$ cat src/rtl/wb_uart_rx_fifo_if.sv
// Wishbone slave bundle for wb_uart_rx_fifo.
// Purpose: groups the Wishbone handshake and data signals so the CPU side
// (master) and the UART receiver (slave) share one connection object.
// Signals:
//   wb_adr_i  [31:0] byte address, only [3:2] decoded by the slave
//   wb_dat_i  [31:0] write data from the master
//   wb_dat_o  [31:0] read data, valid while wb_ack_o is high
//   wb_stb_i, wb_cyc_i, wb_we_i  strobe, cycle, write enable
//   wb_sel_i  [3:0]  byte lanes, ignored by the slave
//   wb_ack_o         one-cycle acknowledge
interface wb_uart_rx_fifo_if;
  logic [31:0] wb_adr_i;
  logic [31:0] wb_dat_i;
  logic [31:0] wb_dat_o;
  logic        wb_stb_i;
  logic        wb_cyc_i;
  logic        wb_we_i;
  logic [3:0]  wb_sel_i;
  logic        wb_ack_o;

  modport master (
    output wb_adr_i, wb_dat_i, wb_stb_i, wb_cyc_i, wb_we_i, wb_sel_i,
    input  wb_dat_o, wb_ack_o
  );

  modport slave (
    input  wb_adr_i, wb_dat_i, wb_stb_i, wb_cyc_i, wb_we_i, wb_sel_i,
    output wb_dat_o, wb_ack_o
  );
endinterface

$ cat src/rtl/wb_uart_rx_fifo.sv
// wb_uart_rx_fifo
// Purpose: receives 8N1 serial bytes on uart_rxd, buffers them in a FIFO and
// lets the CPU drain them through four memory-mapped Wishbone registers:
//   0x0 DATA    read pops the head byte as {23'b0, 1'b1, byte}, 0 when empty
//   0x4 STATUS  [8:0] count, [16] empty, [17] full, [18] overrun, [19] frame_err
//               write 1 to bit 18/19 clears that sticky flag
//   0x8 CTRL    [0] rx_en, [1] irq_en, [16:8] threshold (0 behaves as 1)
//   0xC DIVISOR [15:0] clocks per bit, minimum 16
// Ports:
//   clk, reset  single clock, synchronous active-high reset
//   wb          Wishbone slave bundle (wb_uart_rx_fifo_if.slave)
//   uart_rxd    asynchronous serial input, idle high
//   intr        registered active-high interrupt request
module wb_uart_rx_fifo #(
  parameter int clk_freq   = 100000000,
  parameter int baud       = 115200,
  parameter int fifo_depth = 16
) (
  input  logic              clk,
  input  logic              reset,
  wb_uart_rx_fifo_if.slave  wb,
  input  logic              uart_rxd,
  output logic              intr
);

  localparam int AW = $clog2(fifo_depth);
  localparam int CW = AW + 1;
  localparam logic [15:0] RESET_DIV = 16'(clk_freq / baud);

  typedef enum logic [2:0] {
    RX_IDLE,
    RX_START,
    RX_DATA,
    RX_STOP,
    RX_BREAK
  } rxState_t;

  logic           ack_q, ack_d;
  logic [31:0]    dat_q, dat_d;
  logic           intr_q, intr_d;
  logic           rxdMeta_q, rxdSync_q;
  rxState_t       state_q, state_d;
  logic [15:0]    timer_q, timer_d;
  logic [15:0]    frameDiv_q, frameDiv_d;
  logic [2:0]     bitIdx_q, bitIdx_d;
  logic [7:0]     shift_q, shift_d;
  logic           rxEn_q, rxEn_d;
  logic           irqEn_q, irqEn_d;
  logic [8:0]     thr_q, thr_d;
  logic [15:0]    divisor_q, divisor_d;
  logic           overrun_q, overrun_d;
  logic           frameErr_q, frameErr_d;
  logic [AW-1:0]  wrPtr_q, wrPtr_d;
  logic [AW-1:0]  rdPtr_q, rdPtr_d;
  logic [CW-1:0]  count_q, count_d;
  logic [7:0]     mem_q [fifo_depth];

  logic           accept, isRead;
  logic [1:0]     regSel;
  logic           wrStatus, wrCtrl, wrDiv;
  logic           fifoEmpty, fifoFull;
  logic           pop, doPush, ovSet;
  logic           rxPush, rxFrameErr, tick;
  logic [8:0]     thrEff;
  logic [31:0]    rdMux;
  logic           unusedBits;

  // A new access is accepted only while no ack is pending, which spaces
  // accesses so every request receives exactly one single-cycle ack.
  assign accept   = wb.wb_stb_i & wb.wb_cyc_i & ~ack_q;
  assign isRead   = accept & ~wb.wb_we_i;
  assign regSel   = wb.wb_adr_i[3:2];
  assign wrStatus = accept & wb.wb_we_i & (regSel == 2'd1);
  assign wrCtrl   = accept & wb.wb_we_i & (regSel == 2'd2);
  assign wrDiv    = accept & wb.wb_we_i & (regSel == 2'd3);

  assign fifoEmpty = (count_q == '0);
  assign fifoFull  = (count_q == CW'(fifo_depth));
  assign pop       = isRead & (regSel == 2'd0) & ~fifoEmpty;
  assign doPush    = rxPush & (~fifoFull | pop);
  assign ovSet     = rxPush & fifoFull & ~pop;
  assign thrEff    = (thr_q == 9'd0) ? 9'd1 : thr_q;
  assign tick      = (timer_q == 16'd1);

  assign wb.wb_ack_o = ack_q;
  assign wb.wb_dat_o = dat_q;
  assign intr        = intr_q;

  assign unusedBits = &{1'b0, wb.wb_sel_i, wb.wb_adr_i[31:4], wb.wb_adr_i[1:0],
                        wb.wb_dat_i[31:20]};

  // Register read multiplexer; the value is captured alongside ack so the
  // master sees the state as it was when the access was accepted.
  always_comb begin
    rdMux = '0;
    case (regSel)
      2'd0: rdMux = fifoEmpty ? 32'd0 : {23'd0, 1'b1, mem_q[rdPtr_q]};
      2'd1: rdMux = {12'd0, frameErr_q, overrun_q, fifoFull, fifoEmpty,
                     7'd0, 9'(count_q)};
      2'd2: rdMux = {15'd0, thr_q, 6'd0, irqEn_q, rxEn_q};
      default: rdMux = {16'd0, divisor_q};
    endcase
  end

  // Receive FSM. The bit timer is loaded with a number of clocks and "tick"
  // marks the clock in which it reaches zero, so a load of DIVISOR spaces
  // samples exactly DIVISOR clocks apart. The divisor is latched per frame
  // so a register write cannot disturb a frame already in flight.
  always_comb begin
    state_d    = state_q;
    timer_d    = (timer_q != 16'd0) ? timer_q - 16'd1 : 16'd0;
    frameDiv_d = frameDiv_q;
    bitIdx_d   = bitIdx_q;
    shift_d    = shift_q;
    rxPush     = 1'b0;
    rxFrameErr = 1'b0;
    case (state_q)
      RX_IDLE: begin
        if (!rxdSync_q) begin
          frameDiv_d = divisor_q;
          timer_d    = divisor_q >> 1;
          state_d    = RX_START;
        end
      end
      RX_START: begin
        if (tick) begin
          if (!rxdSync_q) begin
            timer_d  = frameDiv_q;
            bitIdx_d = 3'd0;
            state_d  = RX_DATA;
          end else begin
            state_d = RX_IDLE;
          end
        end
      end
      RX_DATA: begin
        if (tick) begin
          shift_d = {rxdSync_q, shift_q[7:1]};
          timer_d = frameDiv_q;
          if (bitIdx_q == 3'd7) begin
            state_d = RX_STOP;
          end else begin
            bitIdx_d = bitIdx_q + 3'd1;
          end
        end
      end
      RX_STOP: begin
        if (tick) begin
          if (rxdSync_q) begin
            rxPush  = 1'b1;
            state_d = RX_IDLE;
          end else begin
            rxFrameErr = 1'b1;
            state_d    = RX_BREAK;
          end
        end
      end
      RX_BREAK: begin
        if (rxdSync_q) begin
          state_d = RX_IDLE;
        end
      end
      default: state_d = RX_IDLE;
    endcase
    if (!rxEn_q) begin
      state_d    = RX_IDLE;
      timer_d    = 16'd0;
      rxPush     = 1'b0;
      rxFrameErr = 1'b0;
    end
  end

  // Next state of the control registers, FIFO pointers, sticky flags, the
  // bus response and the interrupt line. Flag sets win over a clear that
  // lands in the same cycle so no event is ever silently lost.
  always_comb begin
    rxEn_d     = rxEn_q;
    irqEn_d    = irqEn_q;
    thr_d      = thr_q;
    divisor_d  = divisor_q;
    if (wrCtrl) begin
      rxEn_d  = wb.wb_dat_i[0];
      irqEn_d = wb.wb_dat_i[1];
      thr_d   = wb.wb_dat_i[16:8];
    end
    if (wrDiv) begin
      divisor_d = (wb.wb_dat_i[15:0] < 16'd16) ? 16'd16 : wb.wb_dat_i[15:0];
    end
    overrun_d  = ovSet | (overrun_q & ~(wrStatus & wb.wb_dat_i[18]));
    frameErr_d = rxFrameErr | (frameErr_q & ~(wrStatus & wb.wb_dat_i[19]));
    wrPtr_d    = wrPtr_q + AW'(doPush);
    rdPtr_d    = rdPtr_q + AW'(pop);
    count_d    = count_q + CW'(doPush) - CW'(pop);
    ack_d      = accept;
    dat_d      = isRead ? rdMux : 32'd0;
    intr_d     = irqEn_q & ((9'(count_q) >= thrEff) | overrun_q | frameErr_q);
  end

  // State registers with synchronous reset; the synchroniser idles high so
  // reset never looks like a start bit.
  always_ff @(posedge clk) begin
    if (reset) begin
      ack_q      <= 1'b0;
      dat_q      <= 32'd0;
      intr_q     <= 1'b0;
      rxdMeta_q  <= 1'b1;
      rxdSync_q  <= 1'b1;
      state_q    <= RX_IDLE;
      timer_q    <= 16'd0;
      frameDiv_q <= RESET_DIV;
      bitIdx_q   <= 3'd0;
      shift_q    <= 8'd0;
      rxEn_q     <= 1'b0;
      irqEn_q    <= 1'b0;
      thr_q      <= 9'd0;
      divisor_q  <= RESET_DIV;
      overrun_q  <= 1'b0;
      frameErr_q <= 1'b0;
      wrPtr_q    <= '0;
      rdPtr_q    <= '0;
      count_q    <= '0;
    end else begin
      ack_q      <= ack_d;
      dat_q      <= dat_d;
      intr_q     <= intr_d;
      rxdMeta_q  <= uart_rxd;
      rxdSync_q  <= rxdMeta_q;
      state_q    <= state_d;
      timer_q    <= timer_d;
      frameDiv_q <= frameDiv_d;
      bitIdx_q   <= bitIdx_d;
      shift_q    <= shift_d;
      rxEn_q     <= rxEn_d;
      irqEn_q    <= irqEn_d;
      thr_q      <= thr_d;
      divisor_q  <= divisor_d;
      overrun_q  <= overrun_d;
      frameErr_q <= frameErr_d;
      wrPtr_q    <= wrPtr_d;
      rdPtr_q    <= rdPtr_d;
      count_q    <= count_d;
    end
  end

  // FIFO storage; contents need no reset because count guards every read.
  always_ff @(posedge clk) begin
    if (doPush) begin
      mem_q[wrPtr_q] <= shift_q;
    end
  end

endmodule

$ cat src/flat_wrapper.sv
// flat-port wrapper written by rule: the top's interface ports become plain ports
module wb_uart_rx_fifo_flat 
#(
  parameter int clk_freq   = 100000000,
  parameter int baud       = 115200,
  parameter int fifo_depth = 16
)
  (clk, reset, uart_rxd, intr, wb_wb_adr_i, wb_wb_dat_i, wb_wb_stb_i, wb_wb_cyc_i, wb_wb_we_i, wb_wb_sel_i, wb_wb_dat_o, wb_wb_ack_o);
  wb_uart_rx_fifo_if wb_i ();
  input  logic clk;
  input  logic reset;
  input  logic uart_rxd;
  output logic intr;
  input wire logic [$bits(wb_i.wb_adr_i)-1:0] wb_wb_adr_i;
  input wire logic [$bits(wb_i.wb_dat_i)-1:0] wb_wb_dat_i;
  input wire logic [$bits(wb_i.wb_stb_i)-1:0] wb_wb_stb_i;
  input wire logic [$bits(wb_i.wb_cyc_i)-1:0] wb_wb_cyc_i;
  input wire logic [$bits(wb_i.wb_we_i)-1:0] wb_wb_we_i;
  input wire logic [$bits(wb_i.wb_sel_i)-1:0] wb_wb_sel_i;
  output wire logic [$bits(wb_i.wb_dat_o)-1:0] wb_wb_dat_o;
  output wire logic [$bits(wb_i.wb_ack_o)-1:0] wb_wb_ack_o;
  assign wb_i.wb_adr_i = wb_wb_adr_i;
  assign wb_i.wb_dat_i = wb_wb_dat_i;
  assign wb_i.wb_stb_i = wb_wb_stb_i;
  assign wb_i.wb_cyc_i = wb_wb_cyc_i;
  assign wb_i.wb_we_i = wb_wb_we_i;
  assign wb_i.wb_sel_i = wb_wb_sel_i;
  assign wb_wb_dat_o = wb_i.wb_dat_o;
  assign wb_wb_ack_o = wb_i.wb_ack_o;
  wb_uart_rx_fifo #(.clk_freq(clk_freq), .baud(baud), .fifo_depth(fifo_depth)) u_core (.clk(clk), .reset(reset), .wb(wb_i), .uart_rxd(uart_rxd), .intr(intr));
endmodule
$ cat config.mk
export PLATFORM = sky130hd
export DESIGN_NAME = wb_uart_rx_fifo_flat
export DESIGN_NICKNAME = d
export VERILOG_FILES = /design/src/rtl/wb_uart_rx_fifo_if.sv /design/src/rtl/wb_uart_rx_fifo.sv /design/src/flat_wrapper.sv
export SDC_FILE = /design/constraint.sdc
export NUM_CORES = 1
export LEC_CHECK = 0
export ABC_AREA = 1
export BUFFER_PORTS_ARGS = -buffer_cell sky130_fd_sc_hd__clkbuf_2
export CORE_ASPECT_RATIO = 1.75
export CORE_MARGIN = 8
export CORE_UTILIZATION = 35
export CTS_BUF_LIST = sky130_fd_sc_hd__clkbuf_4 sky130_fd_sc_hd__clkbuf_8 sky130_fd_sc_hd__clkbuf_16
export DETAILED_ROUTE_END_ITERATION = 12
export GPL_TIMING_DRIVEN = 0
export PLACE_DENSITY = 0.57
export SYNTH_ARGS = -nofsm -noshare
export SYNTH_HDL_FRONTEND = slang
export SYNTH_SLANG_ARGS = --single-unit
$ cat constraint.sdc
create_clock -name clk -period 3 [get_ports clk]
set_input_delay 0.6 -clock clk [delete_from_list [all_inputs] [get_ports clk]]
set_output_delay 0.6 -clock clk [all_outputs]
set_load 0.005 [all_outputs]
Yosys cells after proc, flatten, opt, wreduce, memory -nomap -nowiden
Memory sizes are Yosys's and may differ from the RTL's. A register that Yosys moved wholly into a read port is not among the register bits.
Index checks and enable logic that the tools add are counted.
{"block": "totals", "word_cells": 125, "ram_bits": 128, "rom_bits": 0, "n_memories": 1, "latch_bits": 0, "reg_bits": 124}
{"block": "op_classes", "mux": 35, "mul": 0, "reduce_logical": 12, "div": 0, "n_addsub": 6, "eq_ne": 18, "magnitude_cmp": 2, "bitwise": 32, "n_shift": 0}
{"memory": "u_core.mem_q", "depth": 16, "width": 8, "read_ports": 1, "rd_ports_with_merged_regs": 1, "wr": 1, "line": "wb_uart_rx_fifo.sv:56", "text": "logic [7:0] mem_q [fifo_depth];"}
{"operator": "$mux W16", "count": 6}
{"operator": "$pmux W32 S3", "count": 1}
{"operator": "$pmux W16 S3", "count": 1}
{"operator": "$mux W3", "count": 11}
{"operator": "$mux W9", "count": 2}
{"operator": "$and A1 B1 Y1", "count": 17}
{"operator": "$eq A16 B1 Y1 const B", "count": 1}
{"operator": "$lt A16 B5 Y1 const B", "count": 1}
{"operator": "$reduce_bool A16 Y1", "count": 1}
{"operator": "$sub A16 B1 Y16 const B", "count": 1}
{"operator": "$pmux W3 S5", "count": 1}
{"operator": "$mux W1", "count": 10}
{"operator": "$ne A2 B1 Y1 const B", "count": 5}
{"operator": "$not A1 Y1", "count": 10}
{"operator": "$ge A5 B9 Y1", "count": 1}
{"operator": "$logic_not A9 Y1", "count": 1}
{"operator": "$add A4 B1 Y4", "count": 2}
{"operator": "$eq A3 B2 Y1 const B", "count": 2}
{"operator": "$eq A3 B3 Y1 const B", "count": 2}
{"operator": "$ne A2 B2 Y1 const B", "count": 3}
{"operator": "$pmux W3 S2", "count": 1}
{"operator": "$reduce_and A6 Y1", "count": 1}
{"operator": "$add A5 B1 Y5", "count": 1}
{"operator": "$eq A5 B5 Y1 const B", "count": 1}
{"operator": "15 further kinds", "count": 22}

Logic depth before layout (Yosys ltp)
{"block": "logic_depth", "ltp_word": 9, "depth_mapped": 17, "depth_no_buf": 17}

Worst setup path before layout
Ideal clock, no wire load.
{"block": "synth_path", "kind": "input -> register", "from": "input wb_wb_adr_i[2]", "to": "register u_core.count_q[4]", "arrival_time_ns": 2.378, "setup_time_ns": 0.125, "n_path_buf": 1, "required_time_ns": 2.875, "slack_ns": 0.497, "stages": 14, "path_cell_list": "buf_2 -> nor2_1 -> nand2_1 -> inv_2 -> nand3_1 -> inv_1 -> ha_1 -> inv_1 -> ha_1 -> fa_1 -> a21oi_1 -> o21ai_0 -> o21ai_0 -> a21oi_1"}
{"block": "synth_between", "elab_chain_len": 7}
{"item": "start: declaration", "line": "flat_wrapper.sv:14", "text": "input wire logic [$bits(wb_i.wb_adr_i)-1:0] wb_wb_adr_i;"}
{"item": "$logic_not A2 Y1 *", "line": "wb_uart_rx_fifo.sv:79", "text": "assign pop = isRead & (regSel == 2'd0) & ~fifoEmpty;"}
{"item": "$and A1 B1 Y1 * (2 in series)", "line": "wb_uart_rx_fifo.sv:79"}
{"item": "$or A1 B1 Y1", "line": "wb_uart_rx_fifo.sv:80", "text": "assign doPush = rxPush & (~fifoFull | pop);"}
{"item": "$and A1 B1 Y1", "line": "wb_uart_rx_fifo.sv:80"}
{"item": "$add A5 B1 Y5", "line": "wb_uart_rx_fifo.sv:193", "text": "count_d = count_q + CW'(doPush) - CW'(pop);"}
{"item": "$sub A5 B1 Y5 *", "line": "wb_uart_rx_fifo.sv:193"}
{"item": "end signal: assignment", "line": "wb_uart_rx_fifo.sv:241", "text": "count_q <= count_d;"}
{"item": "end: declaration", "line": "wb_uart_rx_fifo.sv:55", "text": "logic [CW-1:0] count_q, count_d;"}
Mark *: on every way between the ends. The rest lies on a longest branch, timed or not.
A chain may end at the register's enable or synchronous reset.

Worst setup path in the final report
{"block": "layout_path", "from": "register u_core.count_q[2]", "to": "register u_core.count_q[4]"}
{"block": "layout_between", "elab_chain_len": 7, "elab_cells_between_ends": 9, "cone_classes": "2 x add/sub; 1 x eq/ne; 5 x bitwise; 1 x reduce/logical"}
{"item": "$logic_not A5 Y1", "line": "wb_uart_rx_fifo.sv:77", "text": "assign fifoEmpty = (count_q == '0);"}
{"item": "$not A1 Y1", "line": "wb_uart_rx_fifo.sv:79"}
{"item": "$and A1 B1 Y1", "line": "wb_uart_rx_fifo.sv:79"}
{"item": "$or A1 B1 Y1", "line": "wb_uart_rx_fifo.sv:80"}
{"item": "$and A1 B1 Y1", "line": "wb_uart_rx_fifo.sv:80"}
{"item": "$add A5 B1 Y5", "line": "wb_uart_rx_fifo.sv:193"}
{"item": "$sub A5 B1 Y5 *", "line": "wb_uart_rx_fifo.sv:193"}
Marked as above.

==> run metrics <==
CTS Buffer Depth 3; P_int 0.00525 W; Die ar. 0.0371 mm^2; share of layout cells above drive strength 1 12.5%; final wirelength 31.2 mm; setup_tns 0 ns; clock root buffer master clkbuf_16; vias in the first global route 8,533; pin count of the biggest net entering global routing 19; Top Family by Delay on Critical Path adder cells; Num CTS Buffers 23; fmax 354 MHz; max-cap viol count 0; cell area after synthesis 0.0108 mm^2; Synth Warn # 0; PortBufs 47; grt peak-use layer met2; critical-path cell list inv_1 > ha_1 > nand2_1 > nor2_2 > nand2_1 > nand2_1 > inv_2 > nand3_1 > inv_1 > ha_1 > inv_1 > ha_1 > fa_1 > a21oi_1 > o21ai_0 > o21ai_0 > a21oi_1; Clock Power Share a little over two fifths; CP arrival 3.24 ns; Starting Density 35.4%; global-route wire length before repair 47.5 mm; # clock sinks 240; Yosys reg bits 240; grt met1 use between 10% and 20%; Max stage delay on crit path 0.42 ns; Vias around 8,400; Layout Skew just over 0.009 ns; WHS 0.266 ns; outcome complete, no violations; nets@finish 1,415; worst-skew pair later-pin latency between 0.5 and 0.6 ns; Routability Congestion 0.890; Worst setup SP type register; I/O pin cnt 108; sequential share of power roughly 50%; die width 149 um; # fillers between 3,000 and 4,000; row count 85; Via density between 4 and 5; IR Drop Worst-Case VDD 0.000458 V; CP Capture Type register; min-delay worst type input port to register; critical path class register to register; Leakage between 5 and 6 nW; area grow syn2layout 14.1%; Logic pwr share 5.4%; critical path required time 3.41 ns; Pre-antenna DRT Iters 6; Hold Violations, Final 0; met2 Use GR approximately 32%; final core occ 40.4%; CP max stage cell fa_1; die height 249 um; pwr dens 548 mW/mm^2; Post-Place Cells ~1,700; DRC Markers 0; post-synthesis sequential area ratio between 50% and 60%; DR WL/cell 18.0 um; Distinct cells, synth 42; Final ANT Viol Nets 0; Final Max Slew Viols 0; hold buffer count at CTS 0; CTS tree built; Cell Count, Final, Fillers Out 1,728; Reg clk slew, reported paths ~0.070 ns; n_diodes 0; Relative slew margins 31.6%; crit path time final 2.83 ns; GR Util met3 ~2.2%; Initial DRC Count 423; Post CTS Setup Buffer Count 0; RSZ-0062 raised after global routing no; Sw Ratio a little under a quarter; Least-Margin Pin Slew 1.02 ns; Tcrit/Tclk final 94.2%; GRT Total Usage 16.7%; Post-Place Worst Slack 0.141 ns; Post-Synthesis Cells 1,237; initial antenna violation count 0; detailed placement HPWL 24.2 mm; final worst slack 0.174 ns; final setup vio count 0; CTS H-tree depth 1; switching pwr 0.00153 W; CP Buf/Inv Count 4; Avg Cell Area, Syn 8.77 um^2; Core ar. 0.0306 mm^2; crit-path max FO 10; GR Overflow Total 0
-- power by group through the flow --
stage               sequential [W]  combinational (W)  clock [W]
global route               0.00349           0.000409    0.00310
detailed placement         0.00356           0.000362          0
floorplan                  0.00354           0.000250          0
finish                     0.00348           0.000365    0.00293
global placement           0.00355           0.000355          0
CTS                        0.00348           0.000363    0.00298
-- final cells by class --
type	instances	area, um^2	share of cell area [%]
timing repair buffer	47	235	1.90
tap	391	489	3.96
inverter	131	494	4.00
multi-input combinational	823	4020	32.5
clock inverter	9	83.8	0.678
sequential	240	6090	49.2
buffer	54	287	2.32
clock buffer	33	674	5.45
-- flip-flops by register name, summed over array words and instances (netlist names) --
signal,flops
u_core.rxdSync_q,1
u_core.mem_q,128
u_core.wb.wb_ack_o,1
u_core.count_q,5
u_core.frameErr_q,1
u_core.wb.wb_dat_o,20
u_core.rxdMeta_q,1
u_core.rxEn_q,1
u_core.irqEn_q,1
u_core.bitIdx_q,3
u_core.wrPtr_q,4
u_core.overrun_q,1
u_core.frameDiv_q,16
u_core.intr,1
u_core.timer_q,16
u_core.state_q,3
u_core.shift_q,8
u_core.divisor_q,16
u_core.rdPtr_q,4
u_core.thr_q,9
-- per-stage QoR --
stage / instance area (um^2) / power [W]
2_1_floorplan: 10900 / 0.00379
3_3_place_gp: 11600 / 0.00391
3_5_place_dp: 11600 / 0.00392
4_1_cts: 12400 / 0.00683
5_1_grt: 12400 / 0.00699
6_report: 12400 / 0.00678
-- layer usage --
layer  wire [um]  vias up
li1            -     4245
met2       17100      196
met5           0        -
met3        1210       84
met1       10800     3901
met4        1960        0
-- what timing repair did --
action                                  4_1_cts  5_1_grt
endpoints found under the setup margin        0        1
hold endpoints to repair                      0        0
gates resized for setup                       0        1
-- cells by family (layout without fill, tap and decap cells) --
logic type	count (synthesis)	after routing	share of synthesized area [%]
buffers and inverters	185	274	7.20
AND/OR/NAND/NOR	572	572	23.1
flip-flops	240	240	56.1
other	1	12	0.0346
adder cells (fa/ha/maj)	21	21	2.49
AO/OA/AOI/OAI	211	211	10.4
XOR/XNOR	7	7	0.565
-- synthesized netlist by cell type, drive strengths merged --
cell type	count	area, um^2
nand2	250	982
nor2	198	858
inv	129	487
edfxtp	128	3840
dfxtp	112	2240
o21ai	100	500
nand3	98	505
a21oi	85	433
buf	36	219
o211ai	21	158
ha	20	250
clkbuf	18	67.6
nand4	10	62.6
nor3	8	50.1
nor4	4	25.0
xnor2	4	35.0
or2	3	18.8
xor2	3	26.3
clkinv	2	7.51
a21boi	1	7.51
a221oi	1	8.76
a31oi	1	6.26
a41o	1	10.0
and2	1	7.51
conb	1	3.75
fa	1	20.0
o21bai	1	7.51
-- placed cells by master (no fill, tap or decap), types with 5 or more instances in the layout --
cell / count
nand2_1: 240
nor2_1: 181
edfxtp_1: 128
inv_1: 120
dfxtp_1: 112
nand3_1: 95
o21ai_0: 87
a21oi_1: 83
clkbuf_2: 47
clkbuf_16: 24
o211ai_1: 21
ha_1: 20
clkbuf_1: 18
buf_2: 16
o21ai_1: 13
buf_4: 13
conb_1: 12
nand4_1: 10
nor2_2: 9
inv_2: 8
nand2_2: 8
clkbuf_4: 8
nor3_1: 6
buf_1: 5
-- path summary, 6_finish.rpt --
path                                       end  cells after the start                          from  slack, ns
setup / recovery  u_core.count_q[4]$_SDFF_PP0_                     17  u_core.count_q[2]$_SDFF_PP0_       0.17
hold / removal     u_core.rxdMeta_q$_SDFF_PP1_                      2                      uart_rxd       0.27
setup reg to reg  u_core.count_q[4]$_SDFF_PP0_                     17  u_core.count_q[2]$_SDFF_PP0_       0.17
hold reg to reg    u_core.rxdSync_q$_SDFF_PP1_                      1   u_core.rxdMeta_q$_SDFF_PP1_       0.41
Note: power is estimated with default switching activity, not from simulation.
